`src/rtl/mem_if_if.sv`:
```
// Memory-side port of the LC-3 memory sequencer: enable/write/address/data out,
// read data and ready back. The sequencer is the master, the memory the slave.
interface mem_if_if #(
  parameter int W  = 16,
  parameter int AW = 16
) ();
  logic          mem_en_o;
  logic          mem_we_o;
  logic [AW-1:0] mem_addr_o;
  logic [W-1:0]  mem_wdata_o;
  logic [W-1:0]  mem_rdata_i;
  logic          mem_ready_i;

  modport master (
    output mem_en_o, mem_we_o, mem_addr_o, mem_wdata_o,
    input  mem_rdata_i, mem_ready_i
  );

  modport slave (
    input  mem_en_o, mem_we_o, mem_addr_o, mem_wdata_o,
    output mem_rdata_i, mem_ready_i
  );
endinterface

```
`src/rtl/mem_if.sv`:
```
// LC-3 memory access sequencer: IDLE -> ACCESS -> DONE, feeds the MDR load strobe/data.
// Optional wait-state timeout compiled in with `define MEM_IF_TIMEOUT_EN.
module mem_if #(
  parameter int W       = 16,
  parameter int AW      = 16,
  parameter int TIMEOUT = 15
) (
  input  logic          clk,
  input  logic          rst_n,
  input  logic          req_i,
  input  logic          we_i,
  input  logic [AW-1:0] addr_i,
  input  logic [W-1:0]  wdata_i,
  output logic          busy_o,
  output logic          done_o,
  output logic          ld_en_o,
  output logic [W-1:0]  rdata_o,
  output logic          err_o,
  mem_if_if.master      mem
);

  typedef enum logic [1:0] {IDLE, ACCESS, DONE} state_t;

  state_t        state_q, state_d;
  logic          we_q, we_d;
  logic [AW-1:0] addr_q, addr_d;
  logic [W-1:0]  wdata_q, wdata_d;
  logic [W-1:0]  rdata_q, rdata_d;

`ifdef MEM_IF_TIMEOUT_EN
  localparam int CW = $clog2(TIMEOUT + 1);
  logic [CW-1:0] cnt_q, cnt_d;
  logic          to_q, to_d;
`endif

  always_comb begin
    state_d = state_q;
    we_d    = we_q;
    addr_d  = addr_q;
    wdata_d = wdata_q;
    rdata_d = rdata_q;
`ifdef MEM_IF_TIMEOUT_EN
    cnt_d   = cnt_q;
    to_d    = to_q;
`endif
    case (state_q)
      IDLE: begin
        if (req_i) begin
          we_d    = we_i;
          addr_d  = addr_i;
          wdata_d = wdata_i;
`ifdef MEM_IF_TIMEOUT_EN
          cnt_d   = '0;
          to_d    = 1'b0;
`endif
          state_d = ACCESS;
        end
      end
      ACCESS: begin
        // ready has priority over an expiring timeout in the same cycle
        if (mem.mem_ready_i) begin
          if (!we_q) rdata_d = mem.mem_rdata_i;
          state_d = DONE;
        end
`ifdef MEM_IF_TIMEOUT_EN
        else if (cnt_q == CW'(TIMEOUT)) begin
          to_d    = 1'b1;
          state_d = DONE;
        end else begin
          cnt_d = cnt_q + 1'b1;
        end
`endif
      end
      DONE:    state_d = IDLE;
      default: state_d = IDLE;
    endcase
  end

  always_ff @(posedge clk) begin
    if (!rst_n) begin
      state_q <= IDLE;
      we_q    <= 1'b0;
      addr_q  <= '0;
      wdata_q <= '0;
      rdata_q <= '0;
`ifdef MEM_IF_TIMEOUT_EN
      cnt_q   <= '0;
      to_q    <= 1'b0;
`endif
    end else begin
      state_q <= state_d;
      we_q    <= we_d;
      addr_q  <= addr_d;
      wdata_q <= wdata_d;
      rdata_q <= rdata_d;
`ifdef MEM_IF_TIMEOUT_EN
      cnt_q   <= cnt_d;
      to_q    <= to_d;
`endif
    end
  end

  // All outputs decode registered state only; bus is forced to 0 outside ACCESS.
  assign busy_o          = (state_q != IDLE);
  assign done_o          = (state_q == DONE);
  assign rdata_o         = rdata_q;
  assign mem.mem_en_o    = (state_q == ACCESS);
  assign mem.mem_we_o    = (state_q == ACCESS) && we_q;
  assign mem.mem_addr_o  = (state_q == ACCESS) ? addr_q  : '0;
  assign mem.mem_wdata_o = (state_q == ACCESS) ? wdata_q : '0;

`ifdef MEM_IF_TIMEOUT_EN
  assign ld_en_o = (state_q == DONE) && !we_q && !to_q;
  assign err_o   = (state_q == DONE) && to_q;
`else
  assign ld_en_o = (state_q == DONE) && !we_q;
  assign err_o   = 1'b0;
`endif

endmodule

```
`src/flat_wrapper.sv`:
```
// flat-port wrapper written by rule: the top's interface ports become plain ports
module mem_if_flat 
#(
  parameter int W       = 16,
  parameter int AW      = 16,
  parameter int TIMEOUT = 15
)
  (clk, rst_n, req_i, we_i, addr_i, wdata_i, busy_o, done_o, ld_en_o, rdata_o, err_o, mem_mem_en_o, mem_mem_we_o, mem_mem_addr_o, mem_mem_wdata_o, mem_mem_rdata_i, mem_mem_ready_i);
  mem_if_if #(.W(W), .AW(AW)) mem_i ();
  input  logic clk;
  input  logic rst_n;
  input  logic req_i;
  input  logic we_i;
  input  logic [AW-1:0] addr_i;
  input  logic [W-1:0] wdata_i;
  output logic busy_o;
  output logic done_o;
  output logic ld_en_o;
  output logic [W-1:0] rdata_o;
  output logic err_o;
  output wire logic [$bits(mem_i.mem_en_o)-1:0] mem_mem_en_o;
  output wire logic [$bits(mem_i.mem_we_o)-1:0] mem_mem_we_o;
  output wire logic [$bits(mem_i.mem_addr_o)-1:0] mem_mem_addr_o;
  output wire logic [$bits(mem_i.mem_wdata_o)-1:0] mem_mem_wdata_o;
  input wire logic [$bits(mem_i.mem_rdata_i)-1:0] mem_mem_rdata_i;
  input wire logic [$bits(mem_i.mem_ready_i)-1:0] mem_mem_ready_i;
  assign mem_mem_en_o = mem_i.mem_en_o;
  assign mem_mem_we_o = mem_i.mem_we_o;
  assign mem_mem_addr_o = mem_i.mem_addr_o;
  assign mem_mem_wdata_o = mem_i.mem_wdata_o;
  assign mem_i.mem_rdata_i = mem_mem_rdata_i;
  assign mem_i.mem_ready_i = mem_mem_ready_i;
  mem_if #(.W(W), .AW(AW), .TIMEOUT(TIMEOUT)) u_core (.clk(clk), .rst_n(rst_n), .req_i(req_i), .we_i(we_i), .addr_i(addr_i), .wdata_i(wdata_i), .busy_o(busy_o), .done_o(done_o), .ld_en_o(ld_en_o), .rdata_o(rdata_o), .err_o(err_o), .mem(mem_i));
endmodule
```
`config.mk`:
```
export PLATFORM = sky130hd
export DESIGN_NAME = mem_if_flat
export DESIGN_NICKNAME = d
export VERILOG_FILES = /design/src/rtl/mem_if_if.sv /design/src/rtl/mem_if.sv /design/src/flat_wrapper.sv
export SDC_FILE = /design/constraint.sdc
export NUM_CORES = 1
export LEC_CHECK = 0
export BUFFER_PORTS_ARGS = -buffer_cell sky130_fd_sc_hd__buf_2
export CAP_MARGIN = 30
export CORE_AREA = 2 2 71 73
export DETAILED_ROUTE_END_ITERATION = 7
export DIE_AREA = 0 0 73 75
export MAX_ROUTING_LAYER = met4
export PLACE_DENSITY_LB_ADDON = 0.1
export SLEW_MARGIN = 20
export SYNTH_ARGS = -nofsm -noshare
export SYNTH_HDL_FRONTEND = slang
export SYNTH_SLANG_ARGS = --single-unit
```
`constraint.sdc`:
```
create_clock -name clk -period 2 [get_ports clk]
set_input_delay 0.4 -clock clk [delete_from_list [all_inputs] [get_ports clk]]
set_output_delay 0.4 -clock clk [all_outputs]
set_load 0.02 [all_outputs]
```
Yosys cells after proc, flatten, opt, wreduce, memory -nomap -nowiden
Cells that the tools add are included.
Cells by class
  add/subtract/negate cells: 0
  multiply operators: 0
  div/mod/pow operators: 0
  order comparisons: 0
  equal/unequal tests: 4
  shifts and indexed selects: 0
  mux-type cells: 5
  bitwise operators: 1
  reductions and logical operators: 8
Operator list (count)
  $mux 16: 2
  $mux 2: 2
  $pmux 2 s2: 1
  $reduce_and 2->1: 2
  $reduce_and 3->1: 1
  $eq 2x1->1 const B: 1
  $eq 2x2->1 const B: 1
  $logic_and 1x1->1: 2
  $logic_not 2->1: 1
  $ne 2x1->1 const B: 1
  $ne 2x2->1 const B: 1
  $reduce_bool 2->1: 1
  $logic_not 1->1: 1
  $not 1->1: 1
Storage, ports and cells
  bits in registers: 51
  latch bits: 0
  RAM bits: 0
  ROM bits: 0
  bits of input ports: 53
  output and inout port bits: 54
  word-level logic and storage cells: 23
  memories: 0

Depth between registers and ports, before layout
Gate-level depths: netlist of the first run.
  word-level depth: 3
  mapped depth: 4
  mapped depth without buffers: 2

Worst setup path after synthesis of the first run
Ideal clock, no wire load.
  kind: register -> output
  start: register u_core.state_q[0]
  end: output mem_mem_addr_o[0]
  data arrival time: 1.160 ns
  data required time: 1.600 ns
  slack: 0.440 ns
  cell stages (with the launch flop): 4
  buffers on the path: 1
  path through: dfxtp_1 nor2b_1 buf_2 and2_1
On the way
  cells in the longest elaborated chain, start to end: 2
Ends and longest elaborated chain
  start: declaration: RTL line mem_if.sv:24  | state_t state_q, state_d;
  start signal: assignment: RTL line mem_if.sv:91  | state_q <= state_d;
  $eq 2x1->1
  named net mem_mem_en_o: RTL line flat_wrapper.sv:21  | output wire logic [$bits(mem_i.mem_en_o)-1:0] mem_mem_en_o;
  $mux 16: RTL line mem_if.sv:109  | assign mem.mem_addr_o = (state_q == ACCESS) ? addr_q : '0;
  end: declaration: RTL line flat_wrapper.sv:23  | output wire logic [$bits(mem_i.mem_addr_o)-1:0] mem_mem_addr_o;
The timed path passes the listed nets, and every way through them passes these cells.

Worst setup path after layout of the first run
  start: register u_core.state_q[0]
  end: output mem_mem_addr_o[8]
On the way
  cells in the longest elaborated chain, start to end: 2
Ends and longest elaborated chain (RTL line)
  $eq 2x1->1: mem_if.sv:109
  $mux 16: mem_if.sv:109
No other way between the ends.

==> metrics.md, run 1 <==
| Metric | Value |
|---|---|
| # port buffers | `approximately 110` |
| Worst R2R End | `u_core.rdata_o[10]` |
| Hold Vio Cnt, Final | `0` |
| Die H | `approximately 75 µm` |
| Largest net degree at the start of global routing | `89` |
| Post-synth cell types | `16` |
| CTS tree | `yes` |
| DR WL/cell | `11.12 µm` |
| Yosys Warn Count | `0` |
| Worst slew pin tran | `0.5436 ns` |
| P per Cell Area | `766.8 nW/µm²` |
| Maximum vdd ir drop | `0.4413 mV` |
| Htree depth | `2` |
| Tmin final | `1.812 ns` |
| Final HPWL DP | `3.265 mm` |
| Vias in the first global route | `between 1.5k and 2k` |
| Dpl cells | `between 400 and 500` |
| Synthesized instance count | `262` |
| Post-CTS Hold Buffers | `0` |
| Root buf cell | `clkbuf_8` |
| Critical Path RT | `1.60 ns` |
| Synth area leader | `dfxtp_1` |
| Via Count | `about 1.9k` |
| Area added between synthesis and finish | `30.12%` |
| Starting density of the core | `about half` |
| CTS buffer count | `5` |
| First-pass GRT wire length | `7.279 mm` |
| Area contributors post-synth | `dfxtp_1 (45%), mux2i_1 (22%), nand2_1 (16%), and2_1 (9.1%), clkbuf_1 (1.7%)` |
| Fin crit share | `90.58%` |
| Layout cells sized above 1 | `33.70%` |
| Drt drc | `0` |
| CP Launch Type | `flip-flop` |
| Worst hold path endpoint | `u_core.rdata_o[4]` |
| Final Wtd Congestion | `0.7121` |
| # rows | `25` |
| Grt total ovfl | `0` |
| Status | `completed` |
| Final Setup Violations | `0` |
| Antenna diode count | `0` |
| Top Ports | `107` |
| Max Slew Vio Count | `0` |
| ANT nets after route | `0` |
| Core Box Area | `between 4000 and 5000 µm²` |
| Number of max-cap violations | `0` |
| WS Path Type | `reg2out` |
| GRT Total Usage | `between 10% and 20%` |
| Syn avg cell area | `8.658 µm²` |
| Layout Cells excl Fill | `413` |
| Commonest cells after routing, fill and taps aside | `buf_2 (105), nand2_1 (98), dfxtp_1 (51), mux2i_1 (49), and2_1 (33)` |
| First-pass detailed-route iteration total | `4` |
| Initial antenna violation count | `0` |
| Sequential area share after synthesis | `45.01%` |
| Leak | `1.499 nW` |
| Clock Skews | `0.006252 ns` |
| Fin nets | `just over 400` |
| Post_cts resized | `0` |
| Highest clock rate | `about 0.55 GHz` |
| Total Wirelength | `between 4 and 5 mm` |
| Hold crit path type | `in2reg` |
| Post-CTS Setup Inserts | `0` |
| Max-slew headroom | `63.76%` |
| Drt via density | `~4.6` |
| Hold path depth | `3` |
| Worst EP arrival | `1.41 ns` |
| Crit Path Max Fanout | `18` |
| Total clock sinks | `51` |
| Clock latency on the worst-skew pair | `0.30 ns` |
| Synth Register Bits | `51` |
| Syn nets | `315` |
| Reg-to-reg slack, setup | `0.65 ns` |
| Initial DRC count | `51` |
| Hold_sp | `mem_mem_rdata_i[4]` |
| Reg-to-Reg Start | `u_core.state_q[1]` |
| Unrepaired setup endpoints after global routing | `no` |
| Die area | `5475 µm²` |
| Yosys top cell area share | `45.01%` |
| Most common cell after layout, fill and taps aside | `buf_2` |
| Critical Path End Type | `output pin` |
| Setup TNS | `0 ns` |
| CTS clk-pin slew, worst paths | `0.09 ns` |
| Mapped Area | `2268 µm²` |
| Reg2Reg Depth | `2` |
| Max Root-Sink Buffers | `2` |
| Die W | `73 µm` |
==> cell type report <==
type,instances,area [µm²]
clock inverters,2,60.06
clock buffers,6,72.57
flip-flops and latches,51,1021
well taps,54,67.56
fillers,431,1709
repair buffers,110,588.1
multi-input cells,190,1142
==> kinds of logic (layout without fill, tap and decap cells) <==
group           after synthesis  in the layout  share of synthesized area [%]
simple gates                139            139                          27.91
flops                        51             51                          45.01
mux                          49             49                          21.62
buf+inv                      21            118                          4.964
other cells                   1              1                         0.1653
compound gates                1              1                         0.3311
==> worst max-delay path: stages (launching register included) <==
cell and delay, ns:
dfxtp_1 0.41, nor2b_2 0.18, buf_4 0.20, and2_1 0.16, buf_2 0.16
==> state kept, by name (all words and copies together) (netlist names) <==
signal and flops:
u_core.addr_q 16, u_core.rdata_o 16, u_core.state_q 2, u_core.wdata_q 16, u_core.we_q 1
==> power breakdown <==
group / switching (mW) / internal, mW / leakage [nW]
clock network: 0.321 / 0.500 / 0.0654
logic: 0.184 / 0.152 / 1.02
registers: 0.0290 / 1.08 / 0.418
total: 0.534 / 1.73 / 1.50
==> stage by stage <==
step / hold WS [ns] / worst slack [ns] / total power, mW / area, µm² / util (%)
2_1_floorplan: 0.4301 / 0.4402 / 1.352 / 2268 / -
3_3_place_gp: 0.4374 / 0.5365 / 1.466 / 2819 / 60.48
3_5_place_dp: 0.4439 / 0.5099 / 1.471 / 2819 / 60.48
4_1_cts: 0.3252 / 0.1626 / 2.292 / 2952 / 63.33
5_1_grt: 0.3350 / 0.09242 / 2.356 / 2952 / 63.33
6_report: 0.3370 / 0.1884 / 2.263 / 2952 / 63.33
==> how the worst max path moves through the flow <==
| stage | depth (start not counted) | start | endpoint |
|---|---|---|---|
| after detailed placement | 4 | u_core.state_q[0] | mem_mem_addr_o[3] |
| final | 4 | u_core.state_q[0] | mem_mem_addr_o[8] |
| after global placement | 4 | u_core.state_q[0] | mem_mem_addr_o[8] |
| after global routing | 4 | u_core.state_q[0] | mem_mem_addr_o[6] |
| after floorplan | 3 | u_core.state_q[0] | mem_mem_addr_o[0] |
| after CTS | 4 | u_core.state_q[0] | mem_mem_addr_o[3] |
==> cells in the mapped netlist <==
cell type / n
nor3b_1: 2
nor2b_1: 3
clkbuf_1: 10
and4bb_2: 1
or2_2: 1
mux2i_1: 49
buf_1: 2
buf_4: 4
dfxtp_1: 51
o21a_1: 1
buf_2: 3
conb_1: 1
buf_6: 2
and2_1: 33
nand2_1: 98
and3_1: 1
==> per-layer routing <==
| metal | part of all wire, % | track usage, % | vias to the layer above |
|---|---|---|---|
| li1 | - | - | 1015 |
| met5 | 0 | - | - |
| met4 | 0.81 | 6.173 | 0 |
| met3 | 6.0 | 3.079 | 4 |
| met2 | 46 | 27.43 | 63 |
| met1 | 47 | 22.06 | 831 |
(Power assumes the default switching activity.)
==> inputs of run 2 (changes only) <==
--- a/config.mk
+++ b/config.mk
@@ -5,11 +5,11 @@
 export SDC_FILE = /design/constraint.sdc
 export NUM_CORES = 1
 export LEC_CHECK = 0
-export BUFFER_PORTS_ARGS = -buffer_cell sky130_fd_sc_hd__buf_2
 export CAP_MARGIN = 30
-export CORE_AREA = 2 2 71 73
+export CORE_AREA = 2 2 66 68
 export DETAILED_ROUTE_END_ITERATION = 7
-export DIE_AREA = 0 0 73 75
+export DIE_AREA = 0 0 68 70
+export DONT_BUFFER_PORTS = 1
 export MAX_ROUTING_LAYER = met4
 export PLACE_DENSITY_LB_ADDON = 0.1
 export SLEW_MARGIN = 20
==> run 2 against run 1 <==
Compared with the run above:
- die area down 13%
- critical endpoint is now mem_mem_we_o
- critical path type unchanged
- highest routed layer unchanged
- count of clock-buffer cells in the layout down 1
- sequential power about the same
- power down 16%
- combinational power down 39%
- largest power group unchanged
==> metrics.md, run 2 (synthesis gave the netlist of run 1 again) <==
| Metric | Value |
|---|---|
| Status | `completed` |
| Critical Path End Type | `output pin` |
| Tmin final | `between 1.5 and 2 ns` |
| GRT Total Usage | `17.87%` |
| Post-CTS Hold Buffers | `0` |
| Clock latency on the worst-skew pair | `0.30 ns` |
| Hold path depth | `1` |
| Reg2Reg Depth | `2` |
| Worst R2R End | `u_core.rdata_o[12]` |
| Die area | `4760 µm²` |
| Hold_sp | `rst_n` |
| Reg-to-reg slack, setup | `0.65 ns` |
| Layout Cells excl Fill | `306` |
| Initial DRC count | `132` |
| Leak | `0.9789 nW` |
| Initial antenna violation count | `0` |
| Vias in the first global route | `1425` |
| Die H | `about 70 µm` |
| Total Wirelength | `4.219 mm` |
| Clock Skews | `0.005039 ns` |
| First-pass GRT wire length | `6.396 mm` |
| Htree depth | `2` |
| Total clock sinks | `51` |
| Post-CTS Setup Inserts | `0` |
| Number of max-cap violations | `0` |
| Drt via density | `between 5 and 6` |
| Reg-to-Reg Start | `u_core.we_q` |
| DR WL/cell | `13.79 µm` |
| P per Cell Area | `804.9 nW/µm²` |
| Worst EP arrival | `1.46 ns` |
| Critical Path, Cell by Cell | `nor2b_2 > buf_4 > and2_1` |
| Final WS setup | `0.1386 ns` |
| Top Ports | `107` |
| Die W | `around 68 µm` |
| Drt drc | `0` |
| Most common cell after layout, fill and taps aside | `nand2_1` |
| Hold crit path type | `in2reg` |
| Post-place setup slack | `0.4544 ns` |
| Dpl cells | `298` |
| Worst slew pin tran | `0.5241 ns` |
| Crit Path Max Fanout | `27` |
| Buf+Inv Stages, Crit Path | `1` |
| Final Setup Violations | `0` |
| Via Count | `1580` |
| Commonest cells after routing, fill and taps aside | `nand2_1 (98), dfxtp_1 (51), mux2i_1 (49), and2_1 (33)` |
| Maximum vdd ir drop | `0.4671 mV` |
| # port buffers | `0` |
| Fin nets | `around 310` |
| Core Box Area | `4144 µm²` |
| Root buf cell | `clkbuf_8` |
| First-pass detailed-route iteration total | `4` |
| Post_cts resized | `0` |
| Antenna diode count | `0` |
| Slowest CP cell | `dfxtp_1` |
| WHS | `0.2283 ns` |
| Highest clock rate | `between 0.5 and 0.6 GHz` |
| Starting density of the core | `54.74%` |
| Critical path's top delay family | `simple AND/OR/NAND/NOR gates` |
| ANT nets after route | `0` |
| Grt total ovfl | `0` |
| CP Launch Type | `flip-flop` |
| Worst hold path endpoint | `u_core.state_q[0]` |
| CP max stage delay | `approximately 0.40 ns` |
| Final HPWL DP | `roughly 2.9 mm` |
| WS Path Type | `reg2out` |
| Fin crit share | `93.07%` |
| Max-slew headroom | `between 60 and 70%` |
| Final Wtd Congestion | `0.7021` |
| # rows | `24` |
| Max Slew Vio Count | `0` |
| Critical Path RT | `roughly 1.6 ns` |
| CTS clk-pin slew, worst paths | `about 0.09 ns` |
| CTS tree | `yes` |
| Setup TNS | `0 ns` |
| Area added between synthesis and finish | `3.585%` |
| CTS buffer count | `5` |
| Largest net degree at the start of global routing | `approximately 100` |
| Max Root-Sink Buffers | `2` |
| Unrepaired setup endpoints after global routing | `no` |
| Layout cells sized above 1 | `6.693%` |
| Hold Vio Cnt, Final | `0` |
[run 2: cell types whose count changed in the layout (fill, tap and decap cells not counted), sizes merged]
| cell | before | now |
|---|---|---|
| buf | 110 | 5 |
| clkbuf | 6 | 5 |
| clkinv | 0 | 3 |
| bufinv | 2 | 0 |
[run 2: power by group]
group | internal [mW] | switching [mW]
combinational | 0.0894 | 0.118
clock | 0.240 | 0.319
sequential | 1.08 | 0.0480
[run 2: metal layers]
layer | global-route usage, % | vias to the layer above | wire, µm
li1 | - | 805 | -
met2 | 26.00 | 58 | 1860
met5 | - | - | 0
met3 | 5.636 | 7 | 365
met4 | 6.667 | 0 | 61
met1 | 23.12 | 710 | 1931
[run 2: how the worst max path moves through the flow]
stage,start,endpoint,slack (ns),cells past startpoint
after floorplan,u_core.state_q[0],mem_mem_addr_o[0],0.44,3
after global placement,u_core.state_q[0],mem_mem_addr_o[7],0.50,3
after detailed placement,u_core.state_q[0],mem_mem_we_o,0.45,3
after CTS,u_core.state_q[0],mem_mem_we_o,0.11,3
after global routing,u_core.state_q[0],mem_mem_addr_o[10],0.02,3
final,u_core.state_q[0],mem_mem_we_o,0.14,3
[run 2: area by class of cell]
cell class,count,area (µm²)
fillers,409,1794
multi-input cells,190,1142
flip-flops and latches,51,1021
clock buffers,5,68.82
well taps,52,65.06
repair buffers,5,37.54
clock inverters,3,15.01
[run 2: stage by stage]
step / instance area, µm² / util [%] / power [mW]
final: 2350 / 56.70 / 1.891
after global routing: 2350 / 56.70 / 1.979
after CTS: 2350 / 56.70 / 1.924
after detailed placement: 2266 / 54.68 / 1.361
after global placement: 2266 / 54.68 / 1.355
after floorplan: 2268 / - / 1.352
